File: config.mk
export PLATFORM = sky130hd
export DESIGN_NAME = arp_reply_scheduler
export DESIGN_NICKNAME = d
export VERILOG_FILES = /design/src/rtl/eth_pkg.sv /design/src/rtl/arp_reply_mux.sv /design/src/rtl/arp_reply_scheduler.sv
export SDC_FILE = /design/constraint.sdc
export NUM_CORES = 1
export LEC_CHECK = 0
export BUFFER_PORTS_ARGS = -buffer_cell sky130_fd_sc_hd__buf_2
export CAP_MARGIN = 20
export CORE_UTILIZATION = 45
export CTS_CLUSTER_DIAMETER = 50
export DETAILED_ROUTE_END_ITERATION = 6
export GPL_TIMING_DRIVEN = 0
export PLACE_DENSITY = 0.64
export SYNTH_ARGS = -nofsm -noshare
export SYNTH_HDL_FRONTEND = slang
export SYNTH_SLANG_ARGS = --single-unit
File: constraint.sdc
create_clock -name clock -period 3.7 [get_ports clock]
set_clock_uncertainty 0.15 [all_clocks]
set_input_delay 0.185 -clock clock [delete_from_list [all_inputs] [get_ports clock]]
set_output_delay 0.185 -clock clock [all_outputs]
set_load 0.02 [all_outputs]
File: src/rtl/eth_pkg.sv
// Shared Ethernet/ARP constants and the ARP reply scheduler state encoding.
package eth_pkg;

  localparam logic [15:0] ARP_HTYPE_ETH  = 16'h0001;
  localparam logic [15:0] ARP_PTYPE_IPV4 = 16'h0800;
  localparam logic [7:0]  ARP_HLEN_ETH   = 8'd6;
  localparam logic [7:0]  ARP_PLEN_IPV4  = 8'd4;
  localparam logic [15:0] ARP_OPER_REQ   = 16'h0001;
  localparam logic [15:0] ARP_OPER_REPLY = 16'h0002;

  localparam int unsigned ARP_LEN = 28;

  // Byte offsets of the address fields inside the ARP payload
  localparam logic [4:0] ARP_OFF_SHA  = 5'd8;
  localparam logic [4:0] ARP_OFF_SPA  = 5'd14;
  localparam logic [4:0] ARP_OFF_THA  = 5'd18;
  localparam logic [4:0] ARP_OFF_TPA  = 5'd24;
  localparam logic [4:0] ARP_LAST_IDX = 5'(ARP_LEN - 1);

  typedef enum logic [1:0] {
    StIdle,
    StReq,
    StSend
  } arp_state_e;

endpackage

File: src/rtl/arp_reply_mux.sv
// Combinational byte selector for the 28-byte ARP reply payload.
module arp_reply_mux
  import eth_pkg::*;
(
  input  logic [4:0]  idx_i,
  input  logic [47:0] my_mac_i,
  input  logic [31:0] my_ip_i,
  input  logic [47:0] pc_mac_i,
  input  logic [31:0] pc_ip_i,
  output logic [7:0]  data_o
);

  logic [63:0] hdr;
  logic [63:0] hdr_sh;
  logic [47:0] mac_sh;
  logic [31:0] ip_sh;
  logic [4:0]  off;

  assign hdr = {ARP_HTYPE_ETH, ARP_PTYPE_IPV4, ARP_HLEN_ETH, ARP_PLEN_IPV4, ARP_OPER_REPLY};

  // Pick the field that owns idx, then shift the wanted byte (MSB first) to the top
  always_comb begin
    data_o = 8'h00;
    off    = '0;
    mac_sh = '0;
    ip_sh  = '0;
    hdr_sh = hdr << {idx_i, 3'b000};
    if (idx_i < ARP_OFF_SHA) begin
      data_o = hdr_sh[63:56];
    end else if (idx_i < ARP_OFF_SPA) begin
      off    = idx_i - ARP_OFF_SHA;
      mac_sh = my_mac_i << {off, 3'b000};
      data_o = mac_sh[47:40];
    end else if (idx_i < ARP_OFF_THA) begin
      off    = idx_i - ARP_OFF_SPA;
      ip_sh  = my_ip_i << {off, 3'b000};
      data_o = ip_sh[31:24];
    end else if (idx_i < ARP_OFF_TPA) begin
      off    = idx_i - ARP_OFF_THA;
      mac_sh = pc_mac_i << {off, 3'b000};
      data_o = mac_sh[47:40];
    end else if (idx_i <= ARP_LAST_IDX) begin
      off    = idx_i - ARP_OFF_TPA;
      ip_sh  = pc_ip_i << {off, 3'b000};
      data_o = ip_sh[31:24];
    end
  end

endmodule

File: src/rtl/arp_reply_scheduler.sv
// Turns qualified ARP requests for this board into 28-byte replies on the shared TX path.
module arp_reply_scheduler
  import eth_pkg::*;
#(
  parameter int unsigned CNT_W = 16
) (
  input  logic             clock,
  input  logic             reset_n,
  input  logic             enable,
  input  logic [47:0]      my_mac,
  input  logic [31:0]      my_ip,
  input  logic             rx_data_en,
  input  logic [7:0]       rx_data,
  output logic             parser_sclr,
  input  logic [31:0]      pc_ip,
  input  logic [31:0]      board_ip,
  input  logic             parser_dataen,
  output logic             tx_req,
  input  logic             tx_grant,
  output logic [7:0]       tx_data,
  output logic             tx_valid,
  input  logic             tx_ready,
  output logic             tx_last,
  output logic             busy,
  output logic [CNT_W-1:0] reply_count,
  output logic [CNT_W-1:0] drop_count
);

  // Receive-side capture
  logic [4:0]  rc_q, rc_d;
  logic [15:0] htype_q, htype_d, ptype_q, ptype_d, oper_q, oper_d;
  logic [7:0]  hlen_q, hlen_d, plen_q, plen_d;
  logic [47:0] sha_q, sha_d;
  logic        dataen_q;
  logic        sclr_q;

  // Reply FSM and buffer
  arp_state_e       state_q, state_d;
  logic [4:0]       idx_q, idx_d;
  logic             tx_req_q, tx_req_d, tx_valid_q, tx_valid_d;
  logic [47:0]      buf_mac_q, buf_mac_d;
  logic [31:0]      buf_ip_q, buf_ip_d;
  logic [CNT_W-1:0] reply_q, reply_d, drop_q, drop_d;

  logic       req_edge, fields_ok, req_ok, accept;
  logic [7:0] mux_data;

  // Header fields are complete long before the parser raises dataen at the end of the payload
  assign req_edge  = parser_dataen & ~dataen_q;
  assign fields_ok = (htype_q == ARP_HTYPE_ETH) && (ptype_q == ARP_PTYPE_IPV4) &&
                     (hlen_q == ARP_HLEN_ETH) && (plen_q == ARP_PLEN_IPV4) &&
                     (oper_q == ARP_OPER_REQ);
  assign req_ok    = req_edge && enable && fields_ok && (board_ip == my_ip);
  assign accept    = tx_valid_q & tx_ready;

  // Byte counter aligned with the parser and header/SHA capture
  always_comb begin
    rc_d    = rc_q;
    htype_d = htype_q;
    ptype_d = ptype_q;
    hlen_d  = hlen_q;
    plen_d  = plen_q;
    oper_d  = oper_q;
    sha_d   = sha_q;
    if (!rx_data_en) begin
      rc_d = '0;
    end else begin
      // Saturate so padded frames never wrap back onto the header offsets
      if (rc_q != 5'h1f) rc_d = rc_q + 5'd1;
      case (rc_q)
        5'd0:    htype_d[15:8] = rx_data;
        5'd1:    htype_d[7:0]  = rx_data;
        5'd2:    ptype_d[15:8] = rx_data;
        5'd3:    ptype_d[7:0]  = rx_data;
        5'd4:    hlen_d        = rx_data;
        5'd5:    plen_d        = rx_data;
        5'd6:    oper_d[15:8]  = rx_data;
        5'd7:    oper_d[7:0]   = rx_data;
        5'd8:    sha_d[47:40]  = rx_data;
        5'd9:    sha_d[39:32]  = rx_data;
        5'd10:   sha_d[31:24]  = rx_data;
        5'd11:   sha_d[23:16]  = rx_data;
        5'd12:   sha_d[15:8]   = rx_data;
        5'd13:   sha_d[7:0]    = rx_data;
        default: ;
      endcase
    end
  end

  // Reply FSM next state, one-deep reply buffer and saturating counters
  always_comb begin
    state_d    = state_q;
    idx_d      = idx_q;
    tx_req_d   = tx_req_q;
    tx_valid_d = tx_valid_q;
    buf_mac_d  = buf_mac_q;
    buf_ip_d   = buf_ip_q;
    reply_d    = reply_q;
    drop_d     = drop_q;
    unique case (state_q)
      StIdle: begin
        if (req_ok) begin
          buf_mac_d = sha_q;
          buf_ip_d  = pc_ip;
          tx_req_d  = 1'b1;
          state_d   = StReq;
        end
      end
      StReq: begin
        if (tx_grant) begin
          idx_d      = '0;
          tx_valid_d = 1'b1;
          state_d    = StSend;
        end
      end
      StSend: begin
        if (accept && (idx_q == ARP_LAST_IDX)) begin
          idx_d      = '0;
          tx_req_d   = 1'b0;
          tx_valid_d = 1'b0;
          state_d    = StIdle;
          if (reply_q != '1) reply_d = reply_q + CNT_W'(1);
        end else begin
          if (accept) idx_d = idx_q + 5'd1;
          // A lost grant stalls the stream until the arbiter gives it back
          tx_valid_d = tx_grant;
        end
      end
      default: state_d = StIdle;
    endcase
    if (req_ok && (state_q != StIdle) && (drop_q != '1)) drop_d = drop_q + CNT_W'(1);
  end

  // All state registers
  always_ff @(posedge clock or negedge reset_n) begin
    if (!reset_n) begin
      rc_q       <= '0;
      htype_q    <= '0;
      ptype_q    <= '0;
      hlen_q     <= '0;
      plen_q     <= '0;
      oper_q     <= '0;
      sha_q      <= '0;
      dataen_q   <= 1'b0;
      sclr_q     <= 1'b1;
      state_q    <= StIdle;
      idx_q      <= '0;
      tx_req_q   <= 1'b0;
      tx_valid_q <= 1'b0;
      buf_mac_q  <= '0;
      buf_ip_q   <= '0;
      reply_q    <= '0;
      drop_q     <= '0;
    end else begin
      rc_q       <= rc_d;
      htype_q    <= htype_d;
      ptype_q    <= ptype_d;
      hlen_q     <= hlen_d;
      plen_q     <= plen_d;
      oper_q     <= oper_d;
      sha_q      <= sha_d;
      dataen_q   <= parser_dataen;
      sclr_q     <= ~enable;
      state_q    <= state_d;
      idx_q      <= idx_d;
      tx_req_q   <= tx_req_d;
      tx_valid_q <= tx_valid_d;
      buf_mac_q  <= buf_mac_d;
      buf_ip_q   <= buf_ip_d;
      reply_q    <= reply_d;
      drop_q     <= drop_d;
    end
  end

  arp_reply_mux u_mux (
    .idx_i    (idx_q),
    .my_mac_i (my_mac),
    .my_ip_i  (my_ip),
    .pc_mac_i (buf_mac_q),
    .pc_ip_i  (buf_ip_q),
    .data_o   (mux_data)
  );

  assign parser_sclr = sclr_q;
  assign tx_req      = tx_req_q;
  assign tx_valid    = tx_valid_q;
  assign tx_last     = tx_valid_q && (idx_q == ARP_LAST_IDX);
  assign tx_data     = tx_valid_q ? mux_data : 8'h00;
  assign busy        = (state_q != StIdle);
  assign reply_count = reply_q;
  assign drop_count  = drop_q;

endmodule
==> results of run 1 <==
[state kept, by name, summed over array words and instances, names as in the netlist]
| name | cells |
|---|---|
| buf_ip_q | 32 |
| tx_req | 1 |
| rc_q | 5 |
| tx_valid | 1 |
| reply_count | 16 |
| drop_count | 16 |
| htype_q | 16 |
| sha_q | 48 |
| buf_mac_q | 48 |
| hlen_q | 8 |
| parser_sclr | 1 |
| plen_q | 8 |
| ptype_q | 16 |
| idx_q | 5 |
| dataen_q | 1 |
| state_q | 2 |
| oper_q | 16 |
[placed cells by master (no fill, tap or decap), types with 22 or more instances in the layout]
| cell | count |
|---|---|
| buf_2 | 206 |
| clkbuf_16 | 29 |
| dfrtp_1 | 238 |
| dlygate4sd3_1 | 47 |
| inv_1 | 27 |
| mux2_2 | 194 |
| mux4_2 | 32 |
| nand2_1 | 42 |
| nand4_1 | 28 |
| nor4_1 | 22 |
| o21ai_0 | 22 |
| xnor2_1 | 59 |
[cell families (layout without fill, tap and decap cells)]
kind of cell | Yosys count | after routing | synth area share [%]
simple gates | 189 | 189 | 9.35
compound gates | 77 | 77 | 4.06
mux | 244 | 244 | 26.3
flops | 240 | 240 | 50.9
buf+inv | 65 | 368 | 2.84
fa+ha+maj | 15 | 15 | 1.59
xor+xnor | 67 | 67 | 4.97
[worst min-delay path by stage]
stage	to	cells past startpoint
floorplan	buf_ip_q[0]$_DFFE_PN0P_	0
CTS	buf_ip_q[28]$_DFFE_PN0P_	2
global placement	dataen_q$_DFF_PN0_	1
detailed placement	buf_ip_q[17]$_DFFE_PN0P_	1
global route	buf_ip_q[17]$_DFFE_PN0P_	2
finish	buf_ip_q[28]$_DFFE_PN0P_	2
[layer usage]
layer  part of all wire (%)  global-route usage, %  routed length (µm)
met1                     45                   31.5               13600
met2                     48                   39.7               14800
met3                    5.5                   2.90                1680
met4                    1.5                   5.13                 468
met5                      0                      0                   0
[layout make-up]
cell class,instances,area share (%)
well taps,330,2.79
repair buffers,253,10.6
clock buffers,38,5.48
multi-input cells,592,37.1
flip-flops and latches,240,40.7
inverters,27,0.686
clock inverters,12,0.906
plain buffers,38,1.83
[power breakdown]
| part | total [mW] | internal [mW] | switching (mW) |
|---|---|---|---|
| Clock | 2.75 | 1.67 | 1.08 |
| Combinational | 0.600 | 0.344 | 0.255 |
| Sequential | 2.98 | 2.83 | 0.154 |
| Total | 6.33 | 4.85 | 1.49 |
[what timing repair did]
action | in CTS | in global routing
hold endpoints to repair | 186 | 0
pin swaps | 0 | 0
setup endpoints to repair | 8 | 3
resized for setup | 13 | 7
hold buffers | 47 | 0
buffers inserted | 1 | 0
==> out/summary.json, run 1 <==
{
  "run_status": {
    "outcome": "finished, final reports clean"
  },
  "critical_path": {
    "start_kind": "flip-flop",
    "cp_slowest_stage_delay_ps": 380,
    "chain_of_cells_forming_the_critical_path": "buf_8 > buf_8 > inv_1 > ha_1 > buf_6 > mux4_2 > a22oi_2 > nor3_2 > a311oi_1 > a211o_1 > a21oi_2 > buf_4",
    "critical-path-top-cell-by-count": "buf_8",
    "worstReg2RegStart": "htype_q[3]$_DFFE_PN0P_",
    "critical_path_peak_fanout": 10,
    "crit_type": "reg -> out",
    "arrival_ps": 3180,
    "worst-r2r-cell-count": 8,
    "critical_path_required_ps": 3370,
    "timing.rr.end": "drop_count[12]$_DFFE_PN0P_",
    "critical_path_depth": 12,
    "critPathCapture": "tx_data[0]",
    "regToRegSetupSlack_ps": 860,
    "critPathLaunch": "idx_q[1]$_DFFE_PN0P_",
    "worst_path_dominant_cell_family": "compound AO/OA/AOI/OAI gates",
    "critical_path.endpoint_type": "output pin",
    "path_buf_inv": 5,
    "critPathSlowestCell": "dfrtp_2"
  },
  "floorplanning": {
    "die_width_um": 164,
    "core_area_um2": 25500,
    "die_height_um": 164,
    "floorplan.io_pins": 204,
    "effective_utilization_at_floorplan_pct": 46.3,
    "design.die.area_um2": 26900,
    "rows": 58
  },
  "synth": {
    "synth_common_cells": "dfrtp_1 (239), mux2_2 (194), xnor2_1 (59), nand2_1 (42), mux4_2 (32)",
    "yosys.area.top_type_share_pct": 50.7,
    "synth_largest_area_cell": "dfrtp_1",
    "synthTopCellsByArea": "dfrtp_1 (51%), mux2_2 (19%), mux4_2 (6.1%), xnor2_1 (4.4%), ha_1 (1.6%)",
    "avgSynthCellArea_um2": 13.2,
    "synthArstFlopShare_pct": 100,
    "synth_top_flop_cell": "dfrtp_1",
    "number_of_enable_type_register_cells_in_the_synthesized_netlist": 0,
    "synthesis.area_um2": 11800,
    "seq_area_frac_synth_pct": 50.9,
    "synthesis.instances": 897,
    "synth-warning-count": 0,
    "synth.most_common_cell": "dfrtp_1",
    "synth-seq-cells": 240,
    "syn_nets": 1071,
    "synthDistinctLibCells": 56
  },
  "sta": {
    "setup_tns_ps": 0,
    "fin_crit_sh_pct": 95.0,
    "worst_slack_ps": 184,
    "hold_violations": 0,
    "finalWorstPathRequiredPeriod_ps": 3520,
    "worst_slew_pin_slew_ps": 781,
    "maxSlewHeadroom_pct": 47.9,
    "fin_worst_hold_slack_ps": 66.2,
    "unrepaired_setup_endpoints_after_global_routing": "false",
    "setup_viol": 0,
    "timing.fmax_mhz": 284,
    "finalMaxSlewViolations": 0
  },
  "grt": {
    "vias_in_the_first_global_route": 8627,
    "maximum_number_of_pins_on_one_net_before_global_route_repair": 91,
    "antenna_found_initial": 0,
    "wire_length_of_the_first_global_routing_pass_mm": 47.6,
    "groute.usage.overall_pct": 23.2,
    "remaining_overflow_grt": 0
  },
  "run": {
    "maxCapViolCount": 0
  },
  "clocking": {
    "cts_buffers": 28,
    "tritoncts": "done",
    "clock_sink_count": 240,
    "clock_tree.htree_level_count": 1,
    "worst_setup_hold_path_clk_slew_ps": 60,
    "root_buffer": "clkbuf_16",
    "cts.path.max_buffers": 3,
    "clk_latency_ps": 530
  },
  "final_layout": {
    "num_antenna_cells": 0,
    "fin_cells": 1530,
    "reg_area_um2": 6010,
    "multi_input_area_um2": 5480,
    "final_design_area_no_fill_um2": 14800,
    "syn2layout_area_growth_pct": 25.2,
    "post-route-util_pct": 58.0,
    "final_layout_size_suffix_gt1_share_pct": 43.3,
    "num-fill-cells": 2142,
    "layout.nets": 1354
  },
  "placement": {
    "dp_hpwl_mm": 22.1,
    "io_buffer_count": 203,
    "detailed_place.area_um2": 13300,
    "post_place_worst_slack_ps": -659,
    "place.gp.congestion": 0.902,
    "number_of_cells_after_detailed_placement": 1432
  },
  "route": {
    "detail_route.iter0.violations": 429,
    "vias": 8390,
    "detail_route.wirelength_mm": 30.5,
    "antenna_left": 0,
    "drt_pass1_iterations": 4,
    "detail_route.wl_per_cell_um": 19.9,
    "drt_drc_violations_left": 0,
    "via_per_inst": 5.48
  },
  "hold_path": {
    "worst_hold_path_type": "in -> async"
  },
  "power": {
    "worst_vdd_ir_mv": 0.297,
    "powerDensity_nw_per_um2": 429,
    "p_leak_nw": 7.06,
    "totalPowerFinal_mw": 6.33
  }
}
Note: power is estimated with default switching activity, not from simulation.
==> run 2: changes to the inputs <==
CORE_UTILIZATION = 41   (was 45)
MAX_ROUTING_LAYER = met4   (was not set)
PLACE_DENSITY = 0.59   (was 0.64)
==> out/summary.json, run 2 (synthesis gave the netlist of run 1 again) <==
{
  "clocking": {
    "worst_setup_hold_path_clk_slew_ps": 50,
    "clk_latency_ps": 500,
    "clock_tree.htree_level_count": 2,
    "root_buffer": "clkbuf_16",
    "tritoncts": "done",
    "clock_sink_count": 240,
    "cts.path.max_buffers": 3,
    "cts_buffers": 34
  },
  "route": {
    "drt_pass1_iterations": 5,
    "drt_drc_violations_left": 0,
    "detail_route.iter0.violations": 456,
    "detail_route.wirelength_mm": 31.3,
    "antenna_left": 0,
    "detail_route.wl_per_cell_um": 19.7,
    "via_per_inst": 5.28,
    "vias": 8378
  },
  "final_layout": {
    "syn2layout_area_growth_pct": 27.1,
    "final_cell_mix": "dfrtp_1 (238), buf_2 (208), mux2_2 (194)",
    "final_layout_size_suffix_gt1_share_pct": 43.4,
    "layout.nets": 1360,
    "num_antenna_cells": 0,
    "post-route-util_pct": 53.6,
    "layout_commonest_cell": "dfrtp_1",
    "top_regs": "buf_mac_q x48, sha_q x48, buf_ip_q x32",
    "fin_cells": 1587
  },
  "critical_path": {
    "arrival_ps": 3220,
    "critical_path_peak_fanout": 10,
    "chain_of_cells_forming_the_critical_path": "buf_8 > buf_8 > inv_1 > ha_1 > or2_2 > o21ai_0 > a22oi_1 > nor3_1 > a311oi_1 > a211o_1 > a21oi_1 > buf_2",
    "start_kind": "flip-flop",
    "path_buf_inv": 4,
    "cp_slowest_stage_delay_ps": 420,
    "crit_type": "reg -> out",
    "regToRegSetupSlack_ps": 820,
    "worst-r2r-cell-count": 8,
    "worstReg2RegStart": "htype_q[6]$_DFFE_PN0P_",
    "critical_path.endpoint_type": "output pin",
    "worst_path_dominant_cell_family": "compound AO/OA/AOI/OAI gates",
    "critPathLaunch": "idx_q[1]$_DFFE_PN0P_",
    "timing.rr.end": "drop_count[8]$_DFFE_PN0P_",
    "critPathSlowestCell": "dfrtp_2",
    "critical_path_required_ps": 3370,
    "critical-path-top-cell-by-count": "buf_8"
  },
  "floorplanning": {
    "die_width_um": 172,
    "core_area_um2": 28000,
    "rows": 61,
    "design.die.area_um2": 29500,
    "floorplan.io_pins": 204,
    "effective_utilization_at_floorplan_pct": 42.1,
    "die_height_um": 172
  },
  "grt": {
    "groute.usage.overall_pct": 22.2,
    "maximum_number_of_pins_on_one_net_before_global_route_repair": 88,
    "groute.layer.met2.usage_pct": 37.3,
    "vias_in_the_first_global_route": 8594,
    "globalRouteMet3Util_pct": 3.68,
    "met1_usage_pct": 27.8,
    "wire_length_of_the_first_global_routing_pass_mm": 47.7,
    "global_route.peak_usage_layer": "met2",
    "remaining_overflow_grt": 0,
    "antenna_found_initial": 0
  },
  "power": {
    "netSwitchingPower_mw": 1.58,
    "combPwrFrac_pct": 8.7,
    "powerDensity_nw_per_um2": 455,
    "p_leak_nw": 7.17,
    "worst_vdd_ir_mv": 0.331,
    "clockPowerShare_pct": 47.6,
    "power_report.internal_total_mw": 5.25,
    "power.sequential.fraction_pct": 43.7,
    "switching_share_pct": 23.1
  },
  "hold_path": {
    "hold-path-cell-count": 4,
    "worst_hold_path_type": "in -> reg",
    "hold-path-endpoint": "idx_q[4]$_DFFE_PN0P_",
    "hold_path.startpoint": "tx_ready"
  },
  "sta": {
    "timing.fmax_mhz": 281,
    "worst_slew_pin_slew_ps": 763,
    "finalWorstPathRequiredPeriod_ps": 3560,
    "finalMaxSlewViolations": 0,
    "maxSlewHeadroom_pct": 48.9,
    "fin_crit_sh_pct": 96.1,
    "fin_worst_hold_slack_ps": 65.1,
    "hold_violations": 0,
    "worst_slack_ps": 144,
    "setup_viol": 0,
    "setup_tns_ps": 0,
    "unrepaired_setup_endpoints_after_global_routing": "true"
  },
  "placement": {
    "place.gp.congestion": 0.901,
    "io_buffer_count": 203,
    "number_of_cells_after_detailed_placement": 1480,
    "dp_hpwl_mm": 22.5,
    "post_place_worst_slack_ps": -442
  },
  "run": {
    "maxCapViolCount": 0
  },
  "run_status": {
    "outcome": "finished, final reports clean"
  }
}
==> run 2: changes by cell type in the layout (fill, tap and decap cells not counted), moves of 2 or more <==
cell,previous run,this run
inv_6,0,2
buf_2,206,208
clkbuf_8,7,5
a22oi_1,7,9
clkinv_2,3,7
clkbuf_16,29,35
clkinvlp_4,4,0
a22oi_2,2,0
bufinv_16,2,4
==> run 2: metal layers <==
layer	vias to the layer above	wire length, µm
li1	3890	-
met1	4182	13700
met2	263	15200
met3	43	1900
met4	0	539
met5	-	0
==> run 2: worst register-to-register path: stages, from the launching register on <==
cell     delay [ps]
dfrtp_1         380
nor4b_1         350
nand4_1         250
nor4_2          350
nand2_1         100
nor2_1          610
buf_4           310
nand3_1         120
xnor2_1         140
==> run 2: layout make-up <==
cell class	count	area, µm²
clock buffer	43	936
tap	378	473
sequential	240	6010
timing repair buffer	253	1560
buffer	38	268
clock inverter	16	201
inverter	27	101
fill	2457	13000
multi-input combinational	592	5460
==> run 2: through the flow <==
stage,instance area [µm²],total power [mW]
2_1_floorplan,11800,3.31
3_3_place_gp,13300,3.56
3_5_place_dp,13400,3.59
4_1_cts,15000,6.92
5_1_grt,15000,7.10
6_report,15000,6.83
==> run 2: worst max-delay path by stage <==
| stage | cells after the start | endpoint | slack (ps) |
|---|---|---|---|
| 4_1_cts | 7 | tx_data[6] | 20 |
| 3_3_place_gp | 1 | plen_q[3]$_DFFE_PN0P_ | -2120 |
| 6_report | 12 | tx_data[0] | 140 |
| 2_1_floorplan | 12 | tx_data[0] | 530 |
| 5_1_grt | 13 | tx_data[0] | -20 |
| 3_5_place_dp | 13 | tx_data[0] | -440 |
==> run 2: power groups by stage <==
stage | registers [mW] | logic, mW | clock network, mW
after CTS | 2.98 | 0.607 | 3.33
after floorplan | 2.97 | 0.333 | 0
after global placement | 3.02 | 0.547 | 0
after detailed placement | 3.02 | 0.567 | 0
after global routing | 3.01 | 0.660 | 3.43
final | 2.98 | 0.597 | 3.25
==> run 2: what timing repair did <==
action | in CTS | in global routing
gates resized for setup | 8 | 6
buffers inserted | 0 | 2
endpoints found under the hold margin | 155 | 0
hold buffers | 46 | 0
pin swaps | 0 | 0
setup endpoints to repair | 8 | 3
==> run 3: changes to the inputs <==
CORE_ASPECT_RATIO = 1.25   (was not set)
CTS_BUF_LIST = sky130_fd_sc_hd__clkbuf_4 sky130_fd_sc_hd__clkbuf_8   (was not set)
==> out/summary.json, run 3 (synthesis gave the netlist of run 1 again) <==
{
  "critical_path": {
    "crit_type": "reg -> out",
    "critical_path.endpoint_type": "output pin",
    "critical_path_required_ps": 3370,
    "worst-r2r-cell-count": 8,
    "timing.rr.end": "drop_count[10]$_DFFE_PN0P_",
    "arrival_ps": 3170,
    "critical_path_peak_fanout": 10,
    "regToRegSetupSlack_ps": 610,
    "start_kind": "flip-flop",
    "worstReg2RegStart": "htype_q[6]$_DFFE_PN0P_"
  },
  "sta": {
    "finalMaxSlewViolations": 0,
    "finalWorstPathRequiredPeriod_ps": 3510,
    "timing.fmax_mhz": 285,
    "worst_slew_pin_slew_ps": 886,
    "setup_viol": 0,
    "maxSlewHeadroom_pct": 40.7,
    "setup_tns_ps": 0,
    "fin_crit_sh_pct": 94.7,
    "worst_slack_ps": 195,
    "unrepaired_setup_endpoints_after_global_routing": "false",
    "hold_violations": 0
  },
  "power": {
    "power_report.internal_total_mw": 4.60,
    "clockPowerShare_pct": 41.2,
    "worst_vdd_ir_mv": 0.237,
    "netSwitchingPower_mw": 1.51,
    "p_leak_nw": 7.08,
    "power.sequential.fraction_pct": 48.8,
    "switching_share_pct": 24.7,
    "combPwrFrac_pct": 10.0,
    "powerDensity_nw_per_um2": 414
  },
  "final_layout": {
    "fin_cells": 1581,
    "num-fill-cells": 2513,
    "top_regs": "buf_mac_q x48, sha_q x48, buf_ip_q x32",
    "num_antenna_cells": 0,
    "final_layout_size_suffix_gt1_share_pct": 44.5,
    "final_design_area_no_fill_um2": 14800,
    "layout_commonest_cell": "dfrtp_1",
    "reg_area_um2": 6010,
    "multi_input_area_um2": 5460,
    "syn2layout_area_growth_pct": 25.0,
    "final_cell_mix": "dfrtp_1 (238), buf_2 (207), mux2_2 (194)",
    "layout.nets": 1369
  },
  "route": {
    "detail_route.iter0.violations": 386,
    "route.layer.met1.wl_mm": 13.3,
    "vias": 8435,
    "detail_route.wirelength_mm": 31.7,
    "topRoutingLayerUsed": "met4",
    "detail_route.wl_per_cell_um": 20.0,
    "via_per_inst": 5.34,
    "drt_drc_violations_left": 0,
    "route.met2.wl_mm": 16.4,
    "drt_pass1_iterations": 7,
    "met3WireLength_mm": 1.35,
    "antenna_left": 0
  },
  "clocking": {
    "root_buffer": "clkbuf_8",
    "cts_buffers": 41,
    "tritoncts": "done",
    "clock_tree.htree_level_count": 2,
    "clock_sink_count": 240,
    "worst_setup_hold_path_clk_slew_ps": 60,
    "clk_latency_ps": 560,
    "cts.path.max_buffers": 3
  },
  "floorplanning": {
    "effective_utilization_at_floorplan_pct": 41.5,
    "floorplan.io_pins": 204,
    "design.die.area_um2": 29500,
    "die_width_um": 154,
    "die_height_um": 192,
    "core_area_um2": 28400,
    "rows": 69
  },
  "hold_path": {
    "hold-path-endpoint": "dataen_q$_DFF_PN0_",
    "worst_hold_path_type": "in -> reg",
    "hold_path.startpoint": "parser_dataen",
    "hold-path-cell-count": 2
  },
  "grt": {
    "remaining_overflow_grt": 0,
    "groute.usage.overall_pct": 22.6,
    "wire_length_of_the_first_global_routing_pass_mm": 49.2,
    "antenna_found_initial": 0,
    "vias_in_the_first_global_route": 8771,
    "maximum_number_of_pins_on_one_net_before_global_route_repair": 106
  },
  "placement": {
    "io_buffer_count": 203,
    "number_of_cells_after_detailed_placement": 1457,
    "post_place_worst_slack_ps": -418,
    "dp_hpwl_mm": 22.6,
    "place.gp.congestion": 0.915,
    "detailed_place.area_um2": 13300
  },
  "run": {
    "maxCapViolCount": 0
  },
  "run_status": {
    "outcome": "finished, final reports clean"
  }
}
[run 3: cell type report]
| cell class | count | share of cell area (%) |
|---|---|---|
| tap | 355 | 3.01 |
| buffer | 38 | 1.85 |
| clock inverter | 11 | 0.636 |
| clock buffer | 63 | 5.28 |
| timing repair buffer | 255 | 10.8 |
| multi-input combinational | 592 | 37.0 |
| sequential | 240 | 40.7 |
| inverter | 27 | 0.687 |
[run 3: how the worst max path moves through the flow]
stage / from / endpoint / cells past startpoint / slack (ps)
floorplan: idx_q[1]$_DFFE_PN0P_ / tx_data[0] / 12 / 530
global placement: reset_n / reply_count[8]$_DFFE_PN0P_ / 1 / -2090
global route: idx_q[0]$_DFFE_PN0P_ / tx_data[1] / 9 / 10
CTS: idx_q[1]$_DFFE_PN0P_ / tx_data[0] / 12 / 10
finish: idx_q[1]$_DFFE_PN0P_ / tx_data[0] / 13 / 190
detailed placement: idx_q[1]$_DFFE_PN0P_ / tx_data[0] / 13 / -420
[run 3: per-layer routing]
layer | up-vias | GRT usage [%]
li1 | 3919 | -
met1 | 4230 | 26.4
met2 | 228 | 40.0
met3 | 58 | 3.61
met4 | 0 | 6.46
met5 | - | -
[run 3: stage by stage]
step	power (mW)	utilization, %	hold slack, ps
4_1_cts	6.19	51.8	98.0
3_3_place_gp	3.57	46.7	169
3_5_place_dp	3.59	46.9	-59.9
5_1_grt	6.39	51.9	114
6_report	6.10	51.9	127
2_1_floorplan	3.31	-	-261
[run 3: critical path: stages (launching register included)]
cell      delay (ps)
dfrtp_2          390
buf_8            170
buf_12           160
inv_1             80
ha_1             300
buf_6            160
nor2b_1          140
clkbuf_4         200
a22oi_1           80
nor3_1           210
a311oi_1          80
a211o_1          310
a21oi_1          160
buf_4            170
[run 3: power by group through the flow]
stage	sequential, mW	combinational, mW	clock, mW
global placement	3.01	0.550	0
detailed placement	3.02	0.576	0
CTS	2.97	0.619	2.59
global route	3.00	0.664	2.72
floorplan	2.97	0.333	0
finish	2.98	0.609	2.52
[run 3: repair_timing]
item,CTS,global route
endpoints found under the hold margin,211,0
resized for setup,9,7
cloned,0,0
setup endpoints to repair,8,5
hold buffers,49,0
setup buffers,0,1
pin swaps,0,1
